### src/rtl/alu_seq_core.sv
// Clocked signed W-bit calculator: add/sub/abs in one cycle, shift-add multiply in W+1 cycles,
// accumulate into the result register, optional saturation and a sticky overflow flag.
module alu_seq_core #(
    parameter int W        = 4,
    parameter int SATURATE = 0
) (
    input  logic         CLOCK_50,
    input  logic         RESET_N,
    input  logic         start,
    input  logic [3:0]   op,
    input  logic [W-1:0] a,
    input  logic [W-1:0] b,
    input  logic         clr_sticky,
    output logic         busy,
    output logic         done,
    output logic [W-1:0] result,
    output logic         ovf,
    output logic         ovf_sticky
);

    localparam logic [1:0] IDLE = 2'd0;
    localparam logic [1:0] EXEC = 2'd1;
    localparam logic [1:0] MUL  = 2'd2;
    localparam int CW = $clog2(W + 1);
    localparam logic [W-1:0] MAX_VAL = {1'b0, {(W-1){1'b1}}};
    localparam logic [W-1:0] MIN_VAL = {1'b1, {(W-1){1'b0}}};

    logic [1:0]     state;
    logic [3:0]     op_r;
    logic [W-1:0]   a_r;
    logic [W-1:0]   b_r;
    logic [2*W-1:0] mcand;
    logic [2*W-1:0] prod;
    logic [W-1:0]   mplier;
    logic [CW-1:0]  cnt;

    logic [W-1:0]   raw;
    logic           raw_ovf;
    logic           raw_neg;
    logic [W-1:0]   exec_val;
    logic           mneg;
    logic [2*W-1:0] sprod;
    logic [W:0]     hi;
    logic           movf;
    logic [W-1:0]   mul_val;

    function automatic logic [W-1:0] mag(input logic [W-1:0] v);
        return v[W-1] ? -v : v;
    endfunction

    assign busy = (state != IDLE);

    // raw_neg is the sign of the mathematically true result, used to pick the clamp direction
    always_comb begin
        raw     = result;
        raw_ovf = 1'b0;
        raw_neg = 1'b0;
        case (op_r)
            4'b0000, 4'b0100: begin
                raw     = a_r + b_r;
                raw_ovf = (a_r[W-1] == b_r[W-1]) && (raw[W-1] != a_r[W-1]);
                raw_neg = a_r[W-1];
            end
            4'b0001: begin
                raw     = a_r - b_r;
                raw_ovf = (a_r[W-1] != b_r[W-1]) && (raw[W-1] != a_r[W-1]);
                raw_neg = a_r[W-1];
            end
            4'b0101: begin
                raw     = b_r - a_r;
                raw_ovf = (a_r[W-1] != b_r[W-1]) && (raw[W-1] != b_r[W-1]);
                raw_neg = b_r[W-1];
            end
            4'b0010, 4'b0011: begin
                raw     = mag(b_r);
                raw_ovf = (b_r == MIN_VAL);
            end
            4'b0110, 4'b0111: begin
                raw     = mag(a_r);
                raw_ovf = (a_r == MIN_VAL);
            end
            4'b1001: begin
                raw     = result + a_r;
                raw_ovf = (result[W-1] == a_r[W-1]) && (raw[W-1] != a_r[W-1]);
                raw_neg = a_r[W-1];
            end
            default: begin
                raw     = result;
                raw_ovf = 1'b0;
                raw_neg = 1'b0;
            end
        endcase
    end

    assign exec_val = ((SATURATE != 0) && raw_ovf) ? (raw_neg ? MIN_VAL : MAX_VAL) : raw;

    // The product fits in W bits only if its top W+1 bits are all copies of the sign
    assign mneg    = a_r[W-1] ^ b_r[W-1];
    assign sprod   = mneg ? -prod : prod;
    assign hi      = sprod[2*W-1:W-1];
    assign movf    = !((&hi) || !(|hi));
    assign mul_val = ((SATURATE != 0) && movf) ? (sprod[2*W-1] ? MIN_VAL : MAX_VAL)
                                               : sprod[W-1:0];

    always_ff @(posedge CLOCK_50) begin
        if (!RESET_N) begin
            state      <= IDLE;
            done       <= 1'b0;
            result     <= '0;
            ovf        <= 1'b0;
            ovf_sticky <= 1'b0;
            cnt        <= '0;
            op_r       <= '0;
            a_r        <= '0;
            b_r        <= '0;
            mcand      <= '0;
            mplier     <= '0;
            prod       <= '0;
        end else begin
            done <= 1'b0;
            if (clr_sticky) ovf_sticky <= 1'b0;
            case (state)
                IDLE: begin
                    if (start) begin
                        op_r <= op;
                        a_r  <= a;
                        b_r  <= b;
                        if (op == 4'b1000) begin
                            state  <= MUL;
                            cnt    <= '0;
                            mcand  <= {{W{1'b0}}, mag(a)};
                            mplier <= mag(b);
                            prod   <= '0;
                        end else begin
                            state <= EXEC;
                        end
                    end
                end
                EXEC: begin
                    result <= exec_val;
                    ovf    <= raw_ovf;
                    done   <= 1'b1;
                    if (raw_ovf) ovf_sticky <= 1'b1;
                    state  <= IDLE;
                end
                MUL: begin
                    if (cnt == CW'(W)) begin
                        result <= mul_val;
                        ovf    <= movf;
                        done   <= 1'b1;
                        if (movf) ovf_sticky <= 1'b1;
                        state  <= IDLE;
                    end else begin
                        if (mplier[0]) prod <= prod + mcand;
                        mcand  <= mcand << 1;
                        mplier <= mplier >> 1;
                        cnt    <= cnt + CW'(1);
                    end
                end
                default: state <= IDLE;
            endcase
        end
    end

endmodule

### config.mk
export PLATFORM = sky130hd
export DESIGN_NAME = alu_seq_core
export DESIGN_NICKNAME = d
export VERILOG_FILES = /design/src/rtl/alu_seq_core.sv
export SDC_FILE = /design/constraint.sdc
export NUM_CORES = 1
export LEC_CHECK = 0
export ABC_CLOCK_PERIOD_IN_PS = 4200
export BUFFER_PORTS_ARGS = -buffer_cell sky130_fd_sc_hd__buf_2
export CORE_ASPECT_RATIO = 1.1
export CORE_MARGIN = 10
export CORE_UTILIZATION = 53
export DETAILED_ROUTE_END_ITERATION = 8
export GPL_TIMING_DRIVEN = 1
export PLACE_DENSITY = 0.72
export SETUP_SLACK_MARGIN = 0.5
export SLEW_MARGIN = 10
export SYNTH_ARGS = -nofsm -noshare
export SYNTH_HDL_FRONTEND = slang
export SYNTH_SLANG_ARGS = --single-unit
### constraint.sdc
create_clock -name CLOCK_50 -period 4.2 [get_ports CLOCK_50]
set_input_delay 0.21 -clock CLOCK_50 [delete_from_list [all_inputs] [get_ports CLOCK_50]]
set_output_delay 0.21 -clock CLOCK_50 [all_outputs]
set_load 0.01 [all_outputs]
==> results.txt <==
For this run, the number of Yosys warnings is 0. The number of nets in the synthesized netlist is roughly 450. The maximum number of pins on one net before global-route repair is 37. Counting flops with an async set or reset pin after synthesis yields a share of 0%. The die height is 101.0 µm. During I/O placement, the number of pins put on the boundary was 24. Once the floorplan was initialized, standard cells occupied roughly 55% of the core. The min-delay analysis places its worst path in the category primary input to flop.

For the worst setup path, the data required time is 4.39 ns. The post-layout net count came out at between 400 and 500. The CTS H-tree depth came out at 2. After synthesis, the mean cell area works out to between 7 and 8 µm². The die area is 9450 µm².

The maximum VDD drop is 248.8 µV. In this run the static leakage power is around 1.4 nW. Setup repair after global routing left no endpoint under its margin.

The number of gates resized after CTS is 0. The latest clock arrival within the worst-skew pair came out at ~0.29 ns. The layout overhead on the synthesized area is 6.973%. The startpoint identified for the worst hold timing path is op[3]. TritonCTS built the clock tree. The cell row count is 29.

The number of hold-slack violations in the final timing report came to 0. The largest clock skew in the final design came out at around 0.0038 ns. The number of hold buffers added after cts came out at 0.

The worst setup path is launched from a flop. The cell depth of the worst flop-to-flop path is 7. The flow ran to the end, and the final reports show no timing, DRC or antenna violations. Across all hold checks on the routed design, the worst slack comes to roughly 0.16 ns. The setup check on the worst reg-to-reg path leaves a slack of 1.53 ns.

The number of vias per cell came out at around 5.6. The die extent in x is approximately 94 µm. Once the clock tree was built, the setup fixing pass inserted 0 buffers. The total CTS buffers came out at 5.

The total power per unit cell area is 256.1 nW/µm². The worst-margin pin slew is approximately 1 ns. The final period demand of the worst path came out at 2.675 ns.

The number of global-route vias before repair came to around 2700. The total area inside the core boundary comes to about 5800 µm². In this run the critical register-to-register path is captured at result[1].

The number of vias in the routed layout came out at approximately 2800. The total count of max-transition violations in the final report is 0. The register area share after synthesis came out at between 20 and 30%.

The library cells used most frequently in the layout, excluding fill and tap cells, are sky130_fd_sc_hd__nand2_1, sky130_fd_sc_hd__dfxtp_1, sky130_fd_sc_hd__nor2_1. The number of nets with antenna violations after routing is 0. The number of buffers on the longest clock path came out at 2. The cell sitting at the root of the clock tree is a sky130_fd_sc_hd__clkbuf_8. The maximum fanout encountered on the critical timing path is 28.

The library cell used most frequently in the layout, excluding fill and tap cells, is sky130_fd_sc_hd__nand2_1. 0 antenna diodes ended up in the layout. For this run, the leading register cell type out of synthesis is sky130_fd_sc_hd__dfxtp_1. The arrival time at the worst endpoint is between 2 and 3 ns. Clock tree synthesis found a total of 44 sinks.

The number of remaining DRC errors is 0. By startpoint and endpoint, the worst setup path is classified as flop to flop. The worst hold path terminates at op_r[3]. The count of fill cells added during filler insertion came out at roughly 540.

The worst register-to-register path begins at state[0]. The share of the clock period used by the worst path is between 60% and 70%. The violation count after the first detailed-route iteration came out at 107. The wire length of the first global-routing pass is 12380 µm. The first-pass detailed-route iteration total is 5.

After detailed routing, the total wire length is between 7000 and 8000 µm. Yosys mapped a number of flops with a built-in enable equal to 0. The number of synthesized register bits is between 40 and 50. The post-synthesis instance area is 3158 µm².

STA classifies the critical path endpoint as a flop. The synthesized instance count is 399. The clock-pin slew on the worst setup and hold paths came out at ~0.080 ns.

The initial antenna violation count came out at 0. The average detailed-routed wire length per instance came out at about 15 µm. The detailed-placement wirelength estimate is 5669 µm. The synthesized netlist contains between 50 and 60 unique library cells. Timing would allow up to roughly 0.37 GHz. The weighted congestion at the end of routability-driven global placement is ~0.92. For this run, the total global-route usage over all layers was measured as between 15 and 20%. The number of failing setup endpoints in the final timing report is 0. The number of max-capacitance violations reported is 0. For this run the aggregate overflow at the end of global routing stands at 0. The fraction of layout instances using a drive strength above 1 is 9.223%. The number of cells traversed by the worst hold path is 3. For the final routed database, the setup TNS stands at 0 ns.

The number of input and output port buffers inserted came out at 23. The normalized max-slew margin is a little under a third.
==> layer usage <==
layer / track usage (%) / up-vias / share of wire (%)
met3: 2.981 / 9 / 3.7
met4: 4.795 / 0 / 1.1
met5: 0 / - / 0
met1: 19.58 / 1289 / 47
li1: - / 1417 / -
met2: 27.28 / 37 / 48
==> through the flow <==
step | cell area (µm²) | util [%] | std cells | power, W | setup slack [ns]
2_1_floorplan | 3158 | - | 399 | 0.0005730 | 1.884
3_3_place_gp | 3297 | 57.15 | 482 | 0.0006159 | 1.645
6_report | 3378 | 58.56 | 489 | 0.0008651 | 1.525
3_5_place_dp | 3297 | 57.15 | 482 | 0.0006202 | 1.584
5_1_grt | 3378 | 58.56 | 489 | 0.0009123 | 1.267
4_1_cts | 3378 | 58.56 | 489 | 0.0008726 | 1.569
==> worst max-delay path: stages (launching register included) <==
cell,delay (ns)
sky130_fd_sc_hd__dfxtp_1,0.33
sky130_fd_sc_hd__inv_1,0.08
sky130_fd_sc_hd__ha_1,0.76
sky130_fd_sc_hd__and3_1,0.43
sky130_fd_sc_hd__nor2_1,0.11
sky130_fd_sc_hd__a31oi_1,0.52
sky130_fd_sc_hd__o211ai_1,0.18
sky130_fd_sc_hd__a21oi_1,0.17
==> registers in the layout (all words and copies together), names as in the netlist, 2 cells and up <==
register / cells
mcand: 8
result: 4
b_r: 4
op_r: 4
mplier: 4
state: 2
a_r: 4
prod: 8
cnt: 3
==> final cells by class <==
| cell class | instances | area (µm²) | area share (%) |
|---|---|---|---|
| multi-input combinational | 314 | 2111 | 62.48 |
| sequential | 44 | 880.8 | 26.07 |
| timing repair buffer | 24 | 122.6 | 3.630 |
| tap | 77 | 96.34 | 2.852 |
| inverter | 23 | 86.33 | 2.556 |
| clock buffer | 5 | 68.82 | 2.037 |
| clock inverter | 2 | 12.51 | 0.3704 |
==> how the worst max path moves through the flow <==
stage / slack [ns] / cells after the start / to / startpoint
CTS: 1.57 / 9 / ovf_sticky / a_r[1]
floorplan: 1.88 / 9 / ovf_sticky / a_r[1]
detailed placement: 1.58 / 9 / ovf_sticky / a_r[1]
finish: 1.53 / 7 / result[1] / state[0]
global placement: 1.64 / 9 / ovf_sticky / a_r[1]
global route: 1.27 / 7 / result[1] / state[0]
==> cells in the mapped netlist (all sizes together), types with 5 or more instances <==
library cell / count / share of area, %
nand2: 58 / 6.9
dfxtp: 44 / 28
nor2: 40 / 5.2
a21oi: 33 / 5.3
ha: 29 / 11
inv: 22 / 2.6
a22oi: 13 / 3.1
o21ai: 13 / 2.1
xnor2: 13 / 3.6
nor2b: 12 / 2.4
clkbuf: 11 / 1.3
mux2i: 10 / 3.2
nor3: 10 / 1.7
xor2: 8 / 2.2
buf: 7 / 1.2
nand3: 6 / 0.95
fa: 5 / 3.2
==> where the power goes <==
group | switching, W | total [W] | internal (W) | leakage [nW]
registers | 0.0000224 | 0.000451 | 0.000429 | 0.357
clock network | 0.000141 | 0.000254 | 0.000113 | 0.0400
logic | 0.0000935 | 0.000160 | 0.0000666 | 0.980
total | 0.000257 | 0.000865 | 0.000608 | 1.38
==> kinds of logic after synthesis <==
kind of cell | synth area share [%]
adders and majority gates | 14.66
AOI/OAI and AO/OA | 18.98
DFF | 27.89
xor gates and xnor gates | 5.824
muxes | 3.526
buffers and inverters | 5.269
and+or+nand+nor | 23.85
No activity file was read; power rests on OpenSTA's default activity.
